==> src/rtl/midi_tx_encoder.sv <==
// MIDI channel-voice message encoder and 8N1 serialiser for the MIDI OUT line.
// One event at a time is accepted over valid/ready. The message (1..3 bytes) is
// built at acceptance and then shifted out LSB first. The status byte is dropped
// when it matches the last status sent, if running status is enabled.
module midi_tx_encoder #(
    parameter int unsigned CLK_HZ         = 50000000,
    parameter int unsigned BAUD           = 31250,
    parameter int unsigned RUNNING_STATUS = 1
) (
    input  logic       clk,
    input  logic       rst,
    input  logic       ev_valid,
    output logic       ev_ready,
    input  logic [3:0] msg_type,
    input  logic [3:0] chan,
    input  logic [6:0] data1,
    input  logic [6:0] data2,
    output logic       midi_tx,
    output logic       busy,
    output logic       err
);

    localparam int unsigned DIV   = CLK_HZ / BAUD;
    localparam int unsigned CNT_W = (DIV > 1) ? $clog2(DIV) : 1;
    localparam logic [CNT_W-1:0] CNT_MAX = CNT_W'(DIV - 1);

    typedef enum logic [1:0] {StIdle, StStart, StData, StStop} state_e;

    state_e            state_q, state_d;
    logic [CNT_W-1:0]  cnt_q, cnt_d;
    logic [2:0]        bit_q, bit_d;
    logic [1:0]        idx_q, idx_d;
    logic [1:0]        last_q, last_d;     // index of the final byte of the message
    logic [2:0][7:0]   bytes_q, bytes_d;
    logic [7:0]        status_q, status_d;
    logic              status_vld_q, status_vld_d;
    logic              err_q, err_d;

    logic              type_ok;
    logic              two_data;
    logic [7:0]        status_new;
    logic              drop_status;

    assign type_ok     = msg_type[3] && (msg_type != 4'hF);
    assign two_data    = (msg_type != 4'hC) && (msg_type != 4'hD);
    assign status_new  = {msg_type, chan};
    assign drop_status = (RUNNING_STATUS != 0) && status_vld_q && (status_q == status_new);

    // Next-state: acceptance builds the byte list, then start/data/stop bit timing.
    always_comb begin
        state_d      = state_q;
        cnt_d        = cnt_q;
        bit_d        = bit_q;
        idx_d        = idx_q;
        last_d       = last_q;
        bytes_d      = bytes_q;
        status_d     = status_q;
        status_vld_d = status_vld_q;
        err_d        = 1'b0;
        unique case (state_q)
            StIdle: begin
                if (ev_valid) begin
                    if (!type_ok) begin
                        // Invalid type is consumed silently apart from the err pulse.
                        err_d = 1'b1;
                    end else begin
                        status_d     = status_new;
                        status_vld_d = 1'b1;
                        idx_d        = 2'd0;
                        cnt_d        = '0;
                        bit_d        = 3'd0;
                        state_d      = StStart;
                        if (drop_status) begin
                            bytes_d[0] = {1'b0, data1};
                            bytes_d[1] = {1'b0, data2};
                            bytes_d[2] = 8'h00;
                            last_d     = two_data ? 2'd1 : 2'd0;
                        end else begin
                            bytes_d[0] = status_new;
                            bytes_d[1] = {1'b0, data1};
                            bytes_d[2] = {1'b0, data2};
                            last_d     = two_data ? 2'd2 : 2'd1;
                        end
                    end
                end
            end
            StStart: begin
                if (cnt_q == CNT_MAX) begin
                    cnt_d   = '0;
                    bit_d   = 3'd0;
                    state_d = StData;
                end else begin
                    cnt_d = cnt_q + 1'b1;
                end
            end
            StData: begin
                if (cnt_q == CNT_MAX) begin
                    cnt_d = '0;
                    if (bit_q == 3'd7) begin
                        state_d = StStop;
                    end else begin
                        bit_d = bit_q + 1'b1;
                    end
                end else begin
                    cnt_d = cnt_q + 1'b1;
                end
            end
            StStop: begin
                if (cnt_q == CNT_MAX) begin
                    cnt_d = '0;
                    if (idx_q == last_q) begin
                        state_d = StIdle;
                    end else begin
                        idx_d   = idx_q + 1'b1;
                        state_d = StStart;
                    end
                end else begin
                    cnt_d = cnt_q + 1'b1;
                end
            end
            default: state_d = StIdle;
        endcase
    end

    // State register; reset also forgets running status so the next message carries it.
    always_ff @(posedge clk or negedge rst) begin
        if (!rst) begin
            state_q      <= StIdle;
            cnt_q        <= '0;
            bit_q        <= 3'd0;
            idx_q        <= 2'd0;
            last_q       <= 2'd0;
            bytes_q      <= '0;
            status_q     <= 8'h00;
            status_vld_q <= 1'b0;
            err_q        <= 1'b0;
        end else begin
            state_q      <= state_d;
            cnt_q        <= cnt_d;
            bit_q        <= bit_d;
            idx_q        <= idx_d;
            last_q       <= last_d;
            bytes_q      <= bytes_d;
            status_q     <= status_d;
            status_vld_q <= status_vld_d;
            err_q        <= err_d;
        end
    end

    // Line level decoded from state so reset returns it high immediately.
    always_comb begin
        midi_tx = 1'b1;
        unique case (state_q)
            StStart: midi_tx = 1'b0;
            StData:  midi_tx = bytes_q[idx_q][bit_q];
            default: midi_tx = 1'b1;
        endcase
    end

    assign ev_ready = (state_q == StIdle);
    assign busy     = (state_q != StIdle);
    assign err      = err_q;

endmodule

==> config.mk <==
export PLATFORM = sky130hd
export DESIGN_NAME = midi_tx_encoder
export DESIGN_NICKNAME = d
export VERILOG_FILES = /design/src/rtl/midi_tx_encoder.sv
export SDC_FILE = /design/constraint.sdc
export NUM_CORES = 1
export LEC_CHECK = 0
export CAP_MARGIN = 30
export CORE_AREA = 2 2 83 85
export CTS_BUF_LIST = sky130_fd_sc_hd__clkbuf_16
export CTS_CLUSTER_SIZE = 24
export DETAILED_ROUTE_END_ITERATION = 8
export DIE_AREA = 0 0 85 87
export DONT_BUFFER_PORTS = 1
export GPL_TIMING_DRIVEN = 1
export PLACE_DENSITY = 0.6
export RECOVER_POWER = 25
export SLEW_MARGIN = 25
export SYNTH_ARGS = -nofsm -noshare
export SYNTH_HDL_FRONTEND = slang
export SYNTH_SLANG_ARGS = --single-unit
==> constraint.sdc <==
create_clock -name clk -period 1.94 [get_ports clk]
set_input_delay 0.388 -clock clk [delete_from_list [all_inputs] [get_ports clk]]
set_output_delay 0.388 -clock clk [all_outputs]
set_load 0.02 [all_outputs]
Word-level counts from Yosys, hierarchy flattened. Index checks and enable logic that the tools add are counted.

Add/sub/neg operators: 3. Magnitude comparators: 2. Eq/ne operators: 18. Muxes and demuxes: 35. Reductions and logical operators: 13.

Operators with widths (number): 11-bit 2-to-1 mux (3); 2-bit 2-to-1 mux (12); 23-bit 2-to-1 mux (1); 11-bit case mux with 2 select lines (1); 8-bit binary-select mux with 2-bit select (1); 3-bit 2-to-1 mux (5); 2-bit != test, second input constant (7); 4-bit != test, second input constant (3); 6-bit AND reduction (2); 11-bit by 1-bit adder with 11-bit output, second input constant (1); 11-bit == test, second input constant (1); 3-bit case mux with 3 select lines (1); 8-bit == test (1); 8-bit 2-to-1 mux (1); 2-bit case mux with 4 select lines (1); 1-bit 2-to-1 mux (6); 5-bit AND reduction (1); 2-bit == test, second input constant (2); 3-bit by 4-bit < comparator with 1-bit output, second input constant (1); 2-bit case mux with 2 select lines (1); 2-bit nonzero test (2); 3-bit by 1-bit adder with 3-bit output, second input constant (1); 1-bit binary-select mux with 3-bit select (1); 3-bit == test, second input constant (1); other kinds (12) (14).

Register bits: 54. Input bits: 25. Word-level logic and storage cells: 82.

Logic depth before layout (Yosys ltp). Gate-level depths: netlist (run 1).

Word-level depth: 5. Mapped depth: 7. Mapped depth without buffers: 7.

Worst setup path after synthesis (run 1). No wires, ideal clock.

Path type: register -> output. From: register bit_q[0]. To: output midi_tx. Data arrival time: 1649 ps. Path slack: -97 ps. Stages on the path, launching flop included: 6. Path through: dfrtp_1 > buf_1 > o221ai_1 > a221oi_1 > o211ai_1 > a41oi_1.

Word-level cells in the longest chain between the ends: 3.

RTL lines: from (decl) (line 31) `logic [2:0] bit_q, bit_d;`; from (signal assigned) (line 140) `bit_q <= bit_d;`; 1-bit binary-select mux with 3-bit select (line 155) `StData: midi_tx = bytes_q[idx_q][bit_q];`; 1-bit 2-to-1 mux (implied by the code) (line 155); 1-bit case mux with 2 select lines (line 153) `unique case (state_q)`; to (decl) (line 18) `output logic midi_tx,`.

Every way passes these cells. The select of a mux whose other input is x is not followed.

Worst setup path after layout (run 1).
From: register idx_q[1]. To: output midi_tx.

Word-level cells in the longest chain between the ends: 5.

RTL lines: from (decl) (line 32) `logic [1:0] idx_q, idx_d;`; from (signal assigned) (line 141) `idx_q <= idx_d;`; 8-bit binary-select mux with 2-bit select (line 155); 8-bit 2-to-1 mux (implied by the code) (line 155); 1-bit binary-select mux with 3-bit select (line 155); 1-bit 2-to-1 mux (implied by the code) (line 155); 1-bit case mux with 2 select lines (line 153).

Every way passes these cells. The select of a mux whose other input is x is not followed.

==> flow_summary.toml, run 1 <==
[die]
start_util_pct = 42.6
die_w_um = 85
die_h_um = 87
core_mm2 = 0.00657
top_level_ports = 29
dieArea_mm2 = 0.00740
rows = 30

[worst_hold_path]
hold_depth = 1
worstHoldPathType = "in -> reg"
whs_endpoint = "err$_DFF_PN0_"
hp-start = "msg_type[3]"

[power_and_ir_drop]
p_leak_nw = 1.45
powerDensity_mw_per_mm2 = 604
p_int_w = 0.00158
ir_drop_v = 0.000364
clockPowerShare_pct = 43.4
pwr-share-comb_pct = 2.3
netSwitchingFraction_pct = 21.1
power_switching_w = 0.000422
pwr-share-seq_pct = 54.2

[detailed_routing]
vias = 2167
drt_first_pass_iters = 4
drc = 0
viasPerCell = 5.59
totalWireLength_um = 6030
drt_iter0_drc = 105
routedWlPerCell_um = 15.5
antenna_left = 0

[place]
dp.cells = 373
io_buffers = 0
dp_hpwl_um = 4230
placed_area_mm2 = 0.00304
globalplace.congestion = 0.852

[clock_network]
h-tree-depth = 2
clockRootBuffer = "clkbuf_16"
clock_path_buffers = 2
clk_latency_ps = 290
clk_pin_slew_ps = 70
cts_made_buffers = 5
cts.sinks = 52
cts_tree = "built"

[yosys]
synth-edff-count = 0
synthArstFlopShare_pct = 100
syn-num-nets = 321
synth_cells = 287
synthSimpleGateAreaFrac_pct = 13.4
yosys_warnings = 0
syn_avg_cell_area_um2 = 9.74
synth_commonest_cells = "dfrtp_1 (52), nand2_1 (40), o21ai_0 (37)"
synthAdderAreaFrac_pct = 4.03
netlist_top_cells_area = "dfrtp_1 (47%), o21ai_0 (6.6%), mux2i_1 (5.7%), nand2_1 (5.4%), mux2_2 (5.2%)"
ys_seq_elements = 52
synth_top_flop_cell = "dfrtp_1"
synthesis.area_mm2 = 0.00280
yosysUniqueCellTypes = 43
seq_area_frac_synth_pct = 46.6
synth.most_common_cell = "dfrtp_1"
synth_top_family_by_area = "compound AO/OA/AOI/OAI gates"
yosys.area_share.xor_xnor_pct = 3.13
synth_compound_area_share_pct = 17.5
yosys.area.top_type_share_pct = 46.6
synth_mux_area_share_pct = 11.0
yosysTopAreaCell = "dfrtp_1"

[final_layout]
drive_gt1_share_pct = 21.1
final_nets = 341
syn2layout_area_growth_pct = 18.4
design_area_mm2 = 0.00331
fin_cells = 388
fin_util_pct = 50.4
antenna_cells = 0

[timing]
slew_violations = 0
worstMarginPinSlew_ps = 1170
timing.fmax_mhz = 473
finalHoldViolCount = 0
finalCritPeriodShare_pct = 109
maxSlewHeadroom_pct = 21.8
skew_ps = 3.92
setup_viol = 1
rsz0062_at_grt = "yes"
fin_crit_ps = 2110
timing.setup.tns_ps = -172
fin_ws_ps = -172

[setup_path]
rr_endpoint = "idx_q[0]$_DFFE_PN0P_"
critPathCaptureType = "primary output"
r2r_slack_ps = 20
arrival_ps = 1720
r2r_start = "cnt_q[6]$_DFFE_PN0P_"
cp_data_required_time_ps = 1550
crit_start = "idx_q[1]$_DFFE_PN0P_"
cp_max_fo = 4
crit_type = "reg -> out"
start_kind = "flop"
reg2reg_depth = 4

[run_status]
violations = "negative setup slack"
status = "finished, violations left"

[global_routing]
grt.busiest_layer = "met2"
grt_pass1_wl_um = 10200
grt_use_met1_pct = 24.1
grt_use_met2_pct = 26.8
grt_pass1_vias = 2102
grt_max_degree = 55
grt-ovfl-total = 0
antenna_found_initial = 0
met3_usage_pct = 3.79
grt_usage_pct = 17.2

[job]
maxCapViolCount = 0
[cell usage in the layout, fill, tap and decap left out, drive strengths merged, types with 2 or more instances in the layout]
cell type,count
xnor2,8
clkinv,2
xor2,2
nand3,6
or3,2
o211ai,2
nand4,5
nand2,40
o21ai,38
nor2,8
inv,15
nor3,3
ha,9
o22ai,2
buf,28
clkbuf,5
mux2i,16
mux2,13
o221ai,5
dfrtp,52
o31ai,10
and3,2
nor2b,2
a31oi,7
a21oi,6
nand2b,4
[worst max-delay path by stage]
stage                     endpoint  slack (ps)  cells after the start
final                      midi_tx        -170                      6
after global routing       midi_tx        -250                      6
after CTS                  midi_tx        -210                      6
after detailed placement   midi_tx          -6                      6
after global placement     midi_tx          50                      6
after floorplan            midi_tx         -10                      6
[cells by family after synthesis]
| family | after synthesis |
|---|---|
| xor+xnor | 10 |
| simple gates | 78 |
| buf+inv | 30 |
| flops | 52 |
| mux | 29 |
| compound gates | 79 |
| fa+ha+maj | 9 |
[cell type report]
class                      count  area, um^2
fill                         574        3260
multi-input combinational    205        1450
sequential                    52        1300
timing repair buffer          29         263
clock buffer                   5         125
tap                           80         100
inverter                      14        52.6
clock inverter                 3        17.5
[critical path: stages, from the launching register on]
cell      delay, ps
dfrtp_1         440
mux2_4          320
a211oi_2        170
o21ai_1          80
o211ai_1        110
a41oi_2         140
buf_4           170
[stage by stage]
stage          setup WS, ps  total power (W)  hold slack (ps)
6_report               -172          0.00200              171
3_5_place_dp          -6.37          0.00113             96.0
5_1_grt                -251          0.00206              172
2_1_floorplan         -10.6          0.00113             92.4
4_1_cts                -212          0.00203              165
3_3_place_gp           55.0          0.00113             96.1
[timing repair]
item | 4_1_cts | 5_1_grt
setup endpoints to repair | 4 | 8
pin swaps | 6 | 4
gates resized for setup | 12 | 9
endpoints found under the hold margin | 52 | 0
hold buffers | 2 | 0
buffers inserted | 4 | 1
[power by group through the flow]
stage / Combinational [W] / Sequential, W / Clock [W]
floorplan: 0.0000227 / 0.00110 / 0
global placement: 0.0000241 / 0.00110 / 0
detailed placement: 0.0000240 / 0.00110 / 0
CTS: 0.0000554 / 0.00108 / 0.000896
global route: 0.0000546 / 0.00108 / 0.000927
finish: 0.0000466 / 0.00108 / 0.000868
[registers in the layout (all words and copies together), names as in the netlist]
signal / cells
idx_q: 2
bytes_q: 22
bit_q: 3
status_vld_q: 1
err: 1
cnt_q: 11
last_q: 2
state_q: 2
status_q: 8
[per-layer routing]
layer	wire length (um)	vias to the layer above	share of wire [%]
li1	-	1074	-
met1	2800	1037	46
met2	2790	49	46
met3	372	7	6.2
met4	72	0	1.2
met5	0	-	0
(Power assumes the default switching activity.)
==> run 2: changes to the inputs <==
--- a/config.mk
+++ b/config.mk
@@ -6,14 +6,15 @@
 export NUM_CORES = 1
 export LEC_CHECK = 0
 export CAP_MARGIN = 30
-export CORE_AREA = 2 2 83 85
+export CORE_AREA = 2 2 77 79
 export CTS_BUF_LIST = sky130_fd_sc_hd__clkbuf_16
+export CTS_CLUSTER_DIAMETER = 50
 export CTS_CLUSTER_SIZE = 24
 export DETAILED_ROUTE_END_ITERATION = 8
-export DIE_AREA = 0 0 85 87
+export DIE_AREA = 0 0 79 81
 export DONT_BUFFER_PORTS = 1
 export GPL_TIMING_DRIVEN = 1
-export PLACE_DENSITY = 0.6
+export PLACE_DENSITY = 0.65
 export RECOVER_POWER = 25
 export SLEW_MARGIN = 25
 export SYNTH_ARGS = -nofsm -noshare
==> constraint.sdc (replaced) <==
create_clock -name clk -period 2.1 [get_ports clk]
set_input_delay 0.42 -clock clk [delete_from_list [all_inputs] [get_ports clk]]
set_output_delay 0.42 -clock clk [all_outputs]
set_load 0.02 [all_outputs]
==> flow_summary.toml, run 2 (synthesis gave the netlist of run 1 again) <==
[clock_network]
clockRootBuffer = "clkbuf_16"
clk_latency_ps = 300
clk_pin_slew_ps = 70
cts.sinks = 52
h-tree-depth = 2
clock_path_buffers = 2
cts_tree = "built"
cts_made_buffers = 5

[global_routing]
antenna_found_initial = 0
grt_pass1_wl_um = 9700
grt_max_degree = 55
grt-ovfl-total = 0
grt_pass1_vias = 2002
grt_usage_pct = 19.4

[timing]
fin_crit_ps = 2260
setup_viol = 1
timing.setup.tns_ps = -163
slew_violations = 0
finalCritPeriodShare_pct = 108
worstMarginPinSlew_ps = 1280
maxSlewHeadroom_pct = 14.6
finalHoldViolCount = 0
skew_ps = 3.21
fin_ws_ps = -163
rsz0062_at_grt = "yes"
timing.fmax_mhz = 442

[final_layout]
drive_gt1_share_pct = 20.0
largest_reg_flops = 22
fillers = 524
antenna_cells = 0
final_nets = 338
final_common_cell = "dfrtp_1"
final_cell_mix = "dfrtp_1 (50), nand2_1 (40), o21ai_0 (36)"
syn2layout_area_growth_pct = 16.2
reg.largest.list = "bytes_q: 22 flops, cnt_q: 11 flops, status_q: 8 flops"
top_register = "bytes_q"

[detailed_routing]
viasPerCell = 5.61
totalWireLength_um = 6020
routedWlPerCell_um = 15.8
drt_iter0_drc = 128
drt_first_pass_iters = 4
vias = 2130
drc = 0
antenna_left = 0

[setup_path]
endpoint = "midi_tx"
arrival_ps = 1840
r2r_slack_ps = 140
slowest_stage = "dfrtp_2"
start_kind = "flop"
crit_type = "reg -> out"
critPathCaptureType = "primary output"
cp_data_required_time_ps = 1680
crit_start = "bit_q[0]$_DFFE_PN0P_"
reg2reg_depth = 4
rr_endpoint = "idx_q[0]$_DFFE_PN0P_"
cp_max_fo = 7
r2r_start = "cnt_q[8]$_DFFE_PN0P_"
path_cells = "buf_6 > a2111oi_4 > a221oi_2 > o211ai_1 > a41oi_2 > buf_4"
slowest_delay_ps = 470

[worst_hold_path]
worstHoldPathType = "in -> reg"

[die]
dieArea_mm2 = 0.00640
die_h_um = 81
core_mm2 = 0.00568
top_level_ports = 29
die_w_um = 79
start_util_pct = 49.3
rows = 28

[place]
io_buffers = 0
globalplace.congestion = 0.823
dp_slack_ps = 14.8
dp_hpwl_um = 4080

[job]
maxCapViolCount = 0

[power_and_ir_drop]
ir_drop_v = 0.000471
p_leak_nw = 1.44
powerDensity_mw_per_mm2 = 584

[run_status]
status = "finished, violations left"
violations = "negative setup slack"
-- run 2: cell types whose count changed in the layout (fill, tap and decap cells not counted), moves of 2 or more --
cell	before	now
buf_12	3	1
ha_1	7	9
ha_2	2	0
o21ai_0	34	36
o21ai_1	4	2
-- run 2: area by class of cell --
class	count	area [um^2]	share of cell area, %
clock inverter	3	27.5	0.847
sequential	52	1300	40.1
inverter	14	55.1	1.69
multi-input combinational	205	1430	44.0
clock buffer	5	125	3.85
timing repair buffer	26	215	6.63
tap	75	93.8	2.89
-- run 2: layer usage --
metal  part of all wire, %  GRT usage (%)  up-vias
li1                      -              -     1074
met4                   1.3           5.86        0
met5                     0              0        -
met1                    49           27.1     1016
met3                   3.3           4.78        9
met2                    46           30.0       31
-- run 2: metrics by stage --
step | hold WS [ps] | total power, W | std cells | utilization (%) | cell area (um^2)
5_1_grt | 190 | 0.00195 | 380 | 57.2 | 3250
3_5_place_dp | 126 | 0.00104 | 361 | 52.0 | 2950
4_1_cts | 194 | 0.00192 | 379 | 57.2 | 3250
2_1_floorplan | 124 | 0.00104 | 287 | - | 2800
6_report | 194 | 0.00190 | 380 | 57.2 | 3250
3_3_place_gp | 127 | 0.00104 | 361 | 52.0 | 2950
-- run 2: worst min path at each step --
stage	cells after the start	to	start
after floorplan	0	bit_q[0]$_DFFE_PN0P_	rst
after global placement	0	bit_q[2]$_DFFE_PN0P_	rst
after detailed placement	0	state_q[1]$_DFFE_PN0P_	rst
after CTS	1	err$_DFF_PN0_	msg_type[3]
after global routing	1	err$_DFF_PN0_	msg_type[3]
final	1	err$_DFF_PN0_	msg_type[3]
-- run 2: worst max-delay path: cells and delay by family (launching register included) --
| family | cells | cell delay [ps] |
|---|---|---|
| AO/OA/AOI/OAI | 4 | 750 |
| flip-flops | 1 | 470 |
| buffers and inverters | 2 | 320 |
-- run 2: power by group --
part | total, W | switching (W) | internal (W)
Clock | 0.000855 | 0.000401 | 0.000453
Sequential | 0.00100 | 0 | 0.00100
Combinational | 0.0000427 | 0.0000277 | 0.0000151
Total | 0.00190 | 0.000429 | 0.00147
-- run 2: what timing repair did --
item                                    4_1_cts  5_1_grt
gates resized for setup                      16        3
pin swaps                                     5        5
endpoints found under the setup margin        1        2
hold buffers                                  2        0
endpoints found under the hold margin        52        0
buffers inserted                              8        1
